<file path="src/rtl/prewish_load_sched.sv">
// prewish_load_sched: arbitrates manual (debounced button + DIP) and timed
// (fixed 8-entry table) mask loads into the mentor, then holds off before
// the next load so the blinky can restart its pattern cleanly.
// Ports:
//   CLK_I      system clock
//   RST_I      asynchronous active-low reset
//   i_btn      raw load button, active-low, asynchronous
//   i_dip      8-bit DIP mask, sampled when a manual load is issued
//   i_auto_en  auto-cycling enable, asynchronous
//   STB_O      one-cycle load strobe to the mentor
//   DAT_O      mask to the mentor, held until the next load
//   o_busy     high while in STROBE or HOLD
//   o_src      source of the last load (1 = manual, 0 = auto)
module prewish_load_sched #(
    parameter int unsigned DEBOUNCE_BITS  = 16,
    parameter int unsigned AUTO_BITS      = 25,
    parameter int unsigned HOLDOFF_CYCLES = 64
) (
    input  logic       CLK_I,
    input  logic       RST_I,
    input  logic       i_btn,
    input  logic [7:0] i_dip,
    input  logic       i_auto_en,
    output logic       STB_O,
    output logic [7:0] DAT_O,
    output logic       o_busy,
    output logic       o_src
);

    localparam int unsigned HOLD_W = (HOLDOFF_CYCLES > 1) ? $clog2(HOLDOFF_CYCLES) : 1;

    localparam logic [1:0] ST_IDLE   = 2'd0;
    localparam logic [1:0] ST_STROBE = 2'd1;
    localparam logic [1:0] ST_HOLD   = 2'd2;

    logic                     r_btn_s1, r_btn_s2;
    logic                     r_auto_s1, r_auto_s2;
    logic                     r_db_state;
    logic [DEBOUNCE_BITS-1:0] r_db_cnt;
    logic [AUTO_BITS-1:0]     r_acnt;
    logic                     r_man_pend, r_auto_pend;
    logic [1:0]               r_state;
    logic [HOLD_W-1:0]        r_hold_cnt;
    logic [2:0]               r_idx;
    logic                     r_stb, r_busy, r_src;
    logic [7:0]               r_dat;

    logic                     w_btn_sync, w_auto_sync;
    logic                     w_db_flip, w_press, w_tick;
    logic [7:0]               w_tbl_val;
    logic [1:0]               w_state_nxt;
    logic [HOLD_W-1:0]        w_hold_nxt;
    logic                     w_man_nxt, w_auto_nxt, w_acnt_clr;
    logic [2:0]               w_idx_nxt;
    logic [7:0]               w_dat_nxt;
    logic                     w_src_nxt;

    assign w_btn_sync  = r_btn_s2;
    assign w_auto_sync = r_auto_s2;

    // Two-flop synchronizers; button resets to released (1), enable to off.
    always_ff @(posedge CLK_I or negedge RST_I) begin
        if (!RST_I) begin
            r_btn_s1  <= 1'b1;
            r_btn_s2  <= 1'b1;
            r_auto_s1 <= 1'b0;
            r_auto_s2 <= 1'b0;
        end else begin
            r_btn_s1  <= i_btn;
            r_btn_s2  <= r_btn_s1;
            r_auto_s1 <= i_auto_en;
            r_auto_s2 <= r_auto_s1;
        end
    end

    // Debounce: state flips after 2^DEBOUNCE_BITS consecutive differing cycles.
    assign w_db_flip = (w_btn_sync != r_db_state) && (r_db_cnt == '1);
    assign w_press   = w_db_flip && r_db_state;

    always_ff @(posedge CLK_I or negedge RST_I) begin
        if (!RST_I) begin
            r_db_state <= 1'b1;
            r_db_cnt   <= '0;
        end else if (w_btn_sync == r_db_state) begin
            r_db_cnt   <= '0;
        end else if (w_db_flip) begin
            r_db_state <= w_btn_sync;
            r_db_cnt   <= '0;
        end else begin
            r_db_cnt   <= r_db_cnt + DEBOUNCE_BITS'(1);
        end
    end

    // Auto timer; restarted by a manual load so the next auto load keeps a full period.
    assign w_tick = w_auto_sync && (r_acnt == '1);

    always_ff @(posedge CLK_I or negedge RST_I) begin
        if (!RST_I) begin
            r_acnt <= '0;
        end else if (!w_auto_sync || w_acnt_clr) begin
            r_acnt <= '0;
        end else begin
            r_acnt <= r_acnt + AUTO_BITS'(1);
        end
    end

    // Fixed auto mask table.
    always_comb begin
        w_tbl_val = 8'h80;
        case (r_idx)
            3'd0:    w_tbl_val = 8'h80;
            3'd1:    w_tbl_val = 8'hA0;
            3'd2:    w_tbl_val = 8'hA8;
            3'd3:    w_tbl_val = 8'hFF;
            3'd4:    w_tbl_val = 8'hD4;
            3'd5:    w_tbl_val = 8'hD5;
            3'd6:    w_tbl_val = 8'hCC;
            default: w_tbl_val = 8'hE0;
        endcase
    end

    // Next-state and load selection; new events coalesce into the pending flags.
    always_comb begin
        w_state_nxt = r_state;
        w_hold_nxt  = r_hold_cnt;
        w_man_nxt   = r_man_pend | w_press;
        w_auto_nxt  = (r_auto_pend | w_tick) & w_auto_sync;
        w_acnt_clr  = 1'b0;
        w_idx_nxt   = r_idx;
        w_dat_nxt   = r_dat;
        w_src_nxt   = r_src;
        case (r_state)
            ST_IDLE: begin
                if (r_man_pend) begin
                    w_dat_nxt   = i_dip;
                    w_src_nxt   = 1'b1;
                    w_man_nxt   = w_press;
                    w_auto_nxt  = 1'b0;
                    w_acnt_clr  = 1'b1;
                    w_state_nxt = ST_STROBE;
                end else if (r_auto_pend) begin
                    w_dat_nxt   = w_tbl_val;
                    w_src_nxt   = 1'b0;
                    w_idx_nxt   = r_idx + 3'd1;
                    w_auto_nxt  = w_tick & w_auto_sync;
                    w_state_nxt = ST_STROBE;
                end
            end
            ST_STROBE: begin
                w_hold_nxt  = '0;
                w_state_nxt = ST_HOLD;
            end
            ST_HOLD: begin
                if (r_hold_cnt == HOLD_W'(HOLDOFF_CYCLES - 1)) begin
                    w_state_nxt = ST_IDLE;
                end else begin
                    w_hold_nxt = r_hold_cnt + HOLD_W'(1);
                end
            end
            default: w_state_nxt = ST_IDLE;
        endcase
    end

    // State, flags and registered outputs.
    always_ff @(posedge CLK_I or negedge RST_I) begin
        if (!RST_I) begin
            r_state     <= ST_IDLE;
            r_hold_cnt  <= '0;
            r_man_pend  <= 1'b0;
            r_auto_pend <= 1'b0;
            r_idx       <= 3'd0;
            r_dat       <= 8'h00;
            r_src       <= 1'b0;
            r_stb       <= 1'b0;
            r_busy      <= 1'b0;
        end else begin
            r_state     <= w_state_nxt;
            r_hold_cnt  <= w_hold_nxt;
            r_man_pend  <= w_man_nxt;
            r_auto_pend <= w_auto_nxt;
            r_idx       <= w_idx_nxt;
            r_dat       <= w_dat_nxt;
            r_src       <= w_src_nxt;
            r_stb       <= (w_state_nxt == ST_STROBE);
            r_busy      <= (w_state_nxt != ST_IDLE);
        end
    end

    assign STB_O  = r_stb;
    assign DAT_O  = r_dat;
    assign o_busy = r_busy;
    assign o_src  = r_src;

endmodule

</file>
<file path="config.mk">
export PLATFORM = sky130hd
export DESIGN_NAME = prewish_load_sched
export DESIGN_NICKNAME = d
export VERILOG_FILES = /design/src/rtl/prewish_load_sched.sv
export SDC_FILE = /design/constraint.sdc
export NUM_CORES = 1
export LEC_CHECK = 0
export BUFFER_PORTS_ARGS = -buffer_cell sky130_fd_sc_hd__clkbuf_2
export CAP_MARGIN = 15
export CORE_ASPECT_RATIO = 2
export CORE_MARGIN = 4
export CORE_UTILIZATION = 54
export CTS_CLUSTER_SIZE = 24
export DETAILED_ROUTE_END_ITERATION = 8
export PLACE_DENSITY = 0.84
export SLEW_MARGIN = 30
export SYNTH_ARGS = -nofsm -noshare
export SYNTH_HDL_FRONTEND = slang
export SYNTH_SLANG_ARGS = --single-unit
</file>
<file path="constraint.sdc">
create_clock -name CLK_I -period 1.8 [get_ports CLK_I]
set_clock_uncertainty 0.2 [all_clocks]
set_input_delay 0.27 -clock CLK_I [delete_from_list [all_inputs] [get_ports CLK_I]]
set_output_delay 0.27 -clock CLK_I [all_outputs]
set_load 0.01 [all_outputs]
</file>
**Word level (Yosys, flattened, before mapping)**

Index checks and enable logic that the tools add are counted.

- Input port bits: 12
- Bits in registers: 70
- Output and inout bits: 11
- Logic and storage cells: 76

- Reduce and logical (&&, ||, !) cells: 14
- Muxes and demuxes: 21
- Equality and inequality tests: 15
- Add/subtract/negate cells: 4
- Bitwise gates (word level): 6

Operators by type and width:

| cell | count |
|---|---|
| case mux 7 bit (7 select lines) | 1 |
| two-way mux 16 bit | 2 |
| adder 25 x 1 -> 25 bit, second input constant | 1 |
| == test 25 bit, second input constant | 1 |
| two-way mux 25 bit | 1 |
| adder 16 x 1 -> 16 bit, second input constant | 1 |
| == test 16 bit, second input constant | 1 |
| two-way mux 8 bit | 2 |
| case mux 6 bit (2 select lines) | 1 |
| == test 3 bit, second input constant | 3 |
| two-way mux 1 bit | 9 |
| adder 6 x 1 -> 6 bit, second input constant | 1 |
| == test 3 x 2 -> 1 bit, second input constant | 2 |
| == test 6 bit, second input constant | 1 |
| two-way mux 2 bit | 3 |
| two-way mux 6 bit | 1 |
| case mux 2 bit (3 select lines) | 1 |
| AND reduction 2 bit | 3 |
| nonzero test 2 bit | 3 |
| == test 2 x 1 -> 1 bit, second input constant | 2 |
| adder 3 x 1 -> 3 bit, second input constant | 1 |
| == test 3 x 1 -> 1 bit, second input constant | 1 |
| logical AND 1 bit | 3 |
| zero test 3 bit | 1 |
| other kinds (11) | 14 |

**Logic depth before layout (Yosys ltp)**

- Word-level depth: 7
- Mapped depth: 7
- Gate-level depth less buffers: 6

**Least setup slack after synthesis**

OpenSTA, ideal clock, no wires.

- Path type: reg-to-reg
- Start point: reg r_hold_cnt[0]
- End point: reg r_hold_cnt[3]
- Required time: 1.474 ns
- Data arrival time: 1.535 ns
- Setup time: 0.126 ns
- Path buffers: 0
- Period minus slack after synthesis: 1.861 ns
- Setup slack: -0.061 ns
- Stages on the path, launching flop included: 6
- Cells stage by stage: dfrtp_1 ha_1 and4_1 a21oi_1 a21oi_1 a221o_1

- Cells in the longest elaborated chain, start to end: 3
- Elaborated cells between the ends (all ways): 6
- Classes of those cells: 1 x add/sub; 2 x eq/ne; 2 x mux; 1 x reduce/logical

Ends and longest elaborated chain:

| item | RTL line | RTL |
|---|---|---|
| start, declared | 43 | `logic [HOLD_W-1:0] r_hold_cnt;` |
| start signal, assigned | 178 | `r_hold_cnt <= w_hold_nxt;` |
| adder 6 x 1 -> 6 bit / == test 6 bit (equally long branches) | 157, 154 |  |
| two-way mux 6 bit / inequality test 2 bit (equally long branches) | n/a |  |
| case mux 6 bit (2 select lines) / AND reduction 2 bit (equally long branches) | n/a |  |

Parallel ways exist; a longest one is shown, timed or not. The select of a mux whose other input is x is not followed.
A chain may end at the register's enable or synchronous reset.

**Worst setup path after layout**

- Start point: reg r_acnt[7]
- End point: reg r_acnt[17]

- Cells in the longest elaborated chain, start to end: 2

Ends and longest elaborated chain:

| item | RTL line | RTL |
|---|---|---|
| start, declared | 40 | `logic [AUTO_BITS-1:0] r_acnt;` |
| start signal, assigned | 103 | `r_acnt <= r_acnt + AUTO_BITS'(1);` |
| adder 25 x 1 -> 25 bit | 103 |  |
| two-way mux 25 bit | 100 | `end else if (!w_auto_sync \|\| w_acnt_clr) begin` |

Every way passes these cells.

==> results.toml <==
[synthesis]
yosysWarnings = 0
synthArstFlopShare_pct = 100
avgSynthCellArea_um2 = 10.0
ys_ff_latch = 70
ys_seq_area_share_pct = 53.1
synth_edf_count = 0
synth-main-ff-cell = "dfrtp_1"
syn_nets = 350
synth.distinct_cells = 41
postSynthCellCount = 330
synth_area_um2 = 3300

[power_and_ir_drop]
clockPowerShare_pct = 50.4
pwr-share-seq_pct = 46.4
p_sw_mw = 0.753
p_int_mw = 2.70
combPwrFrac_pct = 3.2
max-vdd-ir-drop_mv = 0.760
power.leakage_nw = 1.92
cellPowerDensity_nw_per_um2 = 821
sw_frac_of_total_pct = 21.8

[clock_network]
clockRootBuffer = "clkbuf_16"
path_clk_slew_ps = 60
htree_levels = 3
worst_skew_pair.late_latency_ps = 340
cts_buffers = 9
cts_tree = "done"
cts_num_sinks = 70
clk_path_buf_depth = 2

[routing]
wl_per_cell_um = 17.1
drc = 0
antenna_left = 0
drt_pass1_iterations = 5
via_per_inst = 5.95
wirelength_um = 7990
vias = 2783
drt-initial-drc-count = 172

[global_routing]
antenna_found_initial = 0
track_usage_pct = 22.4
grt_pass1_wl_um = 13200
grt_overflow = 0
grt_start_max_net_pins = 71
grt_pass1_vias = 2860

[worst_setup_path]
crit_path_top_delay_cell = "dfrtp_1"
ff2ff_path_depth = 5
crit_required_ps = 1860
slowest_delay_ps = 380
crit_chain = "and4_4 > nand4_2 > buf_4 > or3_1 > a21oi_1"
start_kind = "flop"
r2r_slack_ps = 9
crit_type = "reg2reg"
arrival_ps = 1850
worstReg2RegStart = "r_acnt[7]"
cp_max_fo = 6
setup.worst_path.end_class = "flop"
timing.rr.end = "r_acnt[17]"

[timing]
grt_setup_unrepaired = "yes"
period_share_pct = 99.5
finalCriticalPeriod_ps = 1790
hold_viol_final = 0
timing.setup.tns_ps = 0
max_slew_margin_pct = 72.6
fmax_mhz = 558
worst_slack_ps = 8.92
worst-slew-pin-transition_ps = 407
finalSetupViolations = 0
finalMaxSlewViolations = 0

[die]
dieArea_um2 = 7510
core_area_um2 = 5960
die_h_um = 119
ios = 23
start_util_pct = 55.5
die_x_um = 63.3
fp-row-count = 40

[finish]
multi_input_area_um2 = 1540
drive_above_1_share_pct = 27.4
fin_nets = 420
final_util_pct = 70.7
syn_to_final_growth_pct = 27.4
regArea_um2 = 1760
fillers = 400
diodes = 0

[job]
cap_viol_max_count = 0

[worst_hold_path]
hold_depth = 3
min_to = "DAT_O[1]"
hold_path_class = "in2reg"
hold_start = "i_dip[1]"

[place]
place_hpwl_um = 4980
io_buffers = 22
dp_slack_ps = -32.3
gp_congestion = 0.866

[outcome]
status = "completed"
[flip-flops by register name, summed over array words and instances, names as in the netlist, 2 cells and up]
register    flops
r_acnt         25
r_db_cnt       16
DAT_O           8
r_hold_cnt      6
r_idx           3
r_state         2
[placed cells by master, fill, tap and decap left out, types with 5 or more instances in the layout]
master,count
nor3_1,5
ha_1,6
or4_1,6
a21oi_2,5
nand2_1,21
xnor2_1,13
o21ai_0,15
nand3_1,14
buf_4,40
nand4_1,12
clkbuf_16,9
xor2_1,14
nand2b_1,5
inv_1,15
a21oi_1,17
o31ai_1,6
dfrtp_1,67
clkbuf_2,21
nor2_1,44
or3_1,5
[layout make-up]
class                           count  share of cell area (%)
Clock buffer                       10                    5.44
Clock inverter                      6                    1.49
Inverter                           15                    1.34
Multi-Input combinational cell    236                    36.5
Sequential cell                    70                    41.7
Tap cell                           63                    1.87
Timing Repair Buffer               68                    11.6
[power groups by stage]
stage	sequential, mW	combinational, mW	clock, mW
final	1.60	0.112	1.74
after global routing	1.61	0.130	1.83
after CTS	1.60	0.110	1.75
after detailed placement	1.63	0.102	0
after global placement	1.63	0.0991	0
after floorplan	1.63	0.0319	0
[synth_stat cells (all sizes together), types with 2 or more instances]
cell | number | area [µm²]
dfrtp | 67 | 1680
nor2 | 45 | 169
nand2 | 23 | 86.3
a21oi | 22 | 110
o21ai | 17 | 85.1
inv | 15 | 56.3
nand3 | 14 | 70.1
xor2 | 14 | 123
nand4 | 13 | 96.3
xnor2 | 13 | 114
ha | 8 | 100
nor3 | 7 | 35.0
and4 | 6 | 53.8
o31ai | 6 | 45.0
or4 | 6 | 45.0
buf | 5 | 33.8
clkbuf | 5 | 18.8
nand2b | 5 | 31.3
or3 | 5 | 31.3
and2 | 4 | 25.0
nor4 | 4 | 25.0
a211oi | 3 | 22.5
and3 | 3 | 18.8
dfstp | 3 | 78.8
a221oi | 2 | 17.5
a22o | 2 | 17.5
mux2 | 2 | 22.5
o22a | 2 | 17.5
[logic make-up (layout without fill, tap and decap cells)]
| family | after synthesis | after routing | share of synthesized area [%] |
|---|---|---|---|
| simple gates | 136 | 137 | 21.1 |
| flops | 70 | 70 | 53.1 |
| compound gates | 62 | 62 | 11.7 |
| xor+xnor | 27 | 27 | 7.16 |
| buf+inv | 25 | 99 | 3.29 |
| fa+ha+maj | 8 | 8 | 3.03 |
| mux | 2 | 2 | 0.682 |
[how the worst max path moves through the flow]
| stage | from | endpoint | cells after the start |
|---|---|---|---|
| after floorplan | r_hold_cnt[0] | r_hold_cnt[3] | 5 |
| after global placement | r_hold_cnt[0] | r_hold_cnt[5] | 7 |
| after detailed placement | r_acnt[10] | r_acnt[24] | 4 |
| after CTS | r_acnt[0] | r_acnt[22] | 5 |
| after global routing | r_acnt[7] | r_acnt[18] | 4 |
| final | r_acnt[7] | r_acnt[17] | 5 |
[critical path, delay by kind of cell (launching register included)]
kind                   cells  cell delay, ps
buffers and inverters      1             190
AND/OR/NAND/NOR            3             790
AO/OA/AOI/OAI              1             150
flip-flops                 1             380
[per-stage QoR]
stage               hold WS, ps  cell area, µm²  cells  power (mW)
finish                     27.4            4210    468        3.46
global route               62.2            4210    468        3.57
CTS                        26.3            4080    461        3.47
detailed placement          120            3720    439        1.73
global placement            119            3720    439        1.73
floorplan                  -226            3310    330        1.66
[layer usage]
metal / global-route usage [%] / vias to the layer above / wire, µm
met1: 25.8 / 1364 / 3030
met3: 5.42 / 27 / 265
met2: 39.6 / 79 / 4430
met4: 7.85 / 0 / 261
met5: 0 / - / 0
li1: - / 1313 / -
[timing repair]
item,CTS,global route
endpoints found under the setup margin,7,32
hold endpoints to repair,70,0
setup buffers,2,6
hold buffers,4,0
gates resized for setup,1,26
cloned,0,1
pin swaps,0,3
Power figures use the tool's default switching activity.
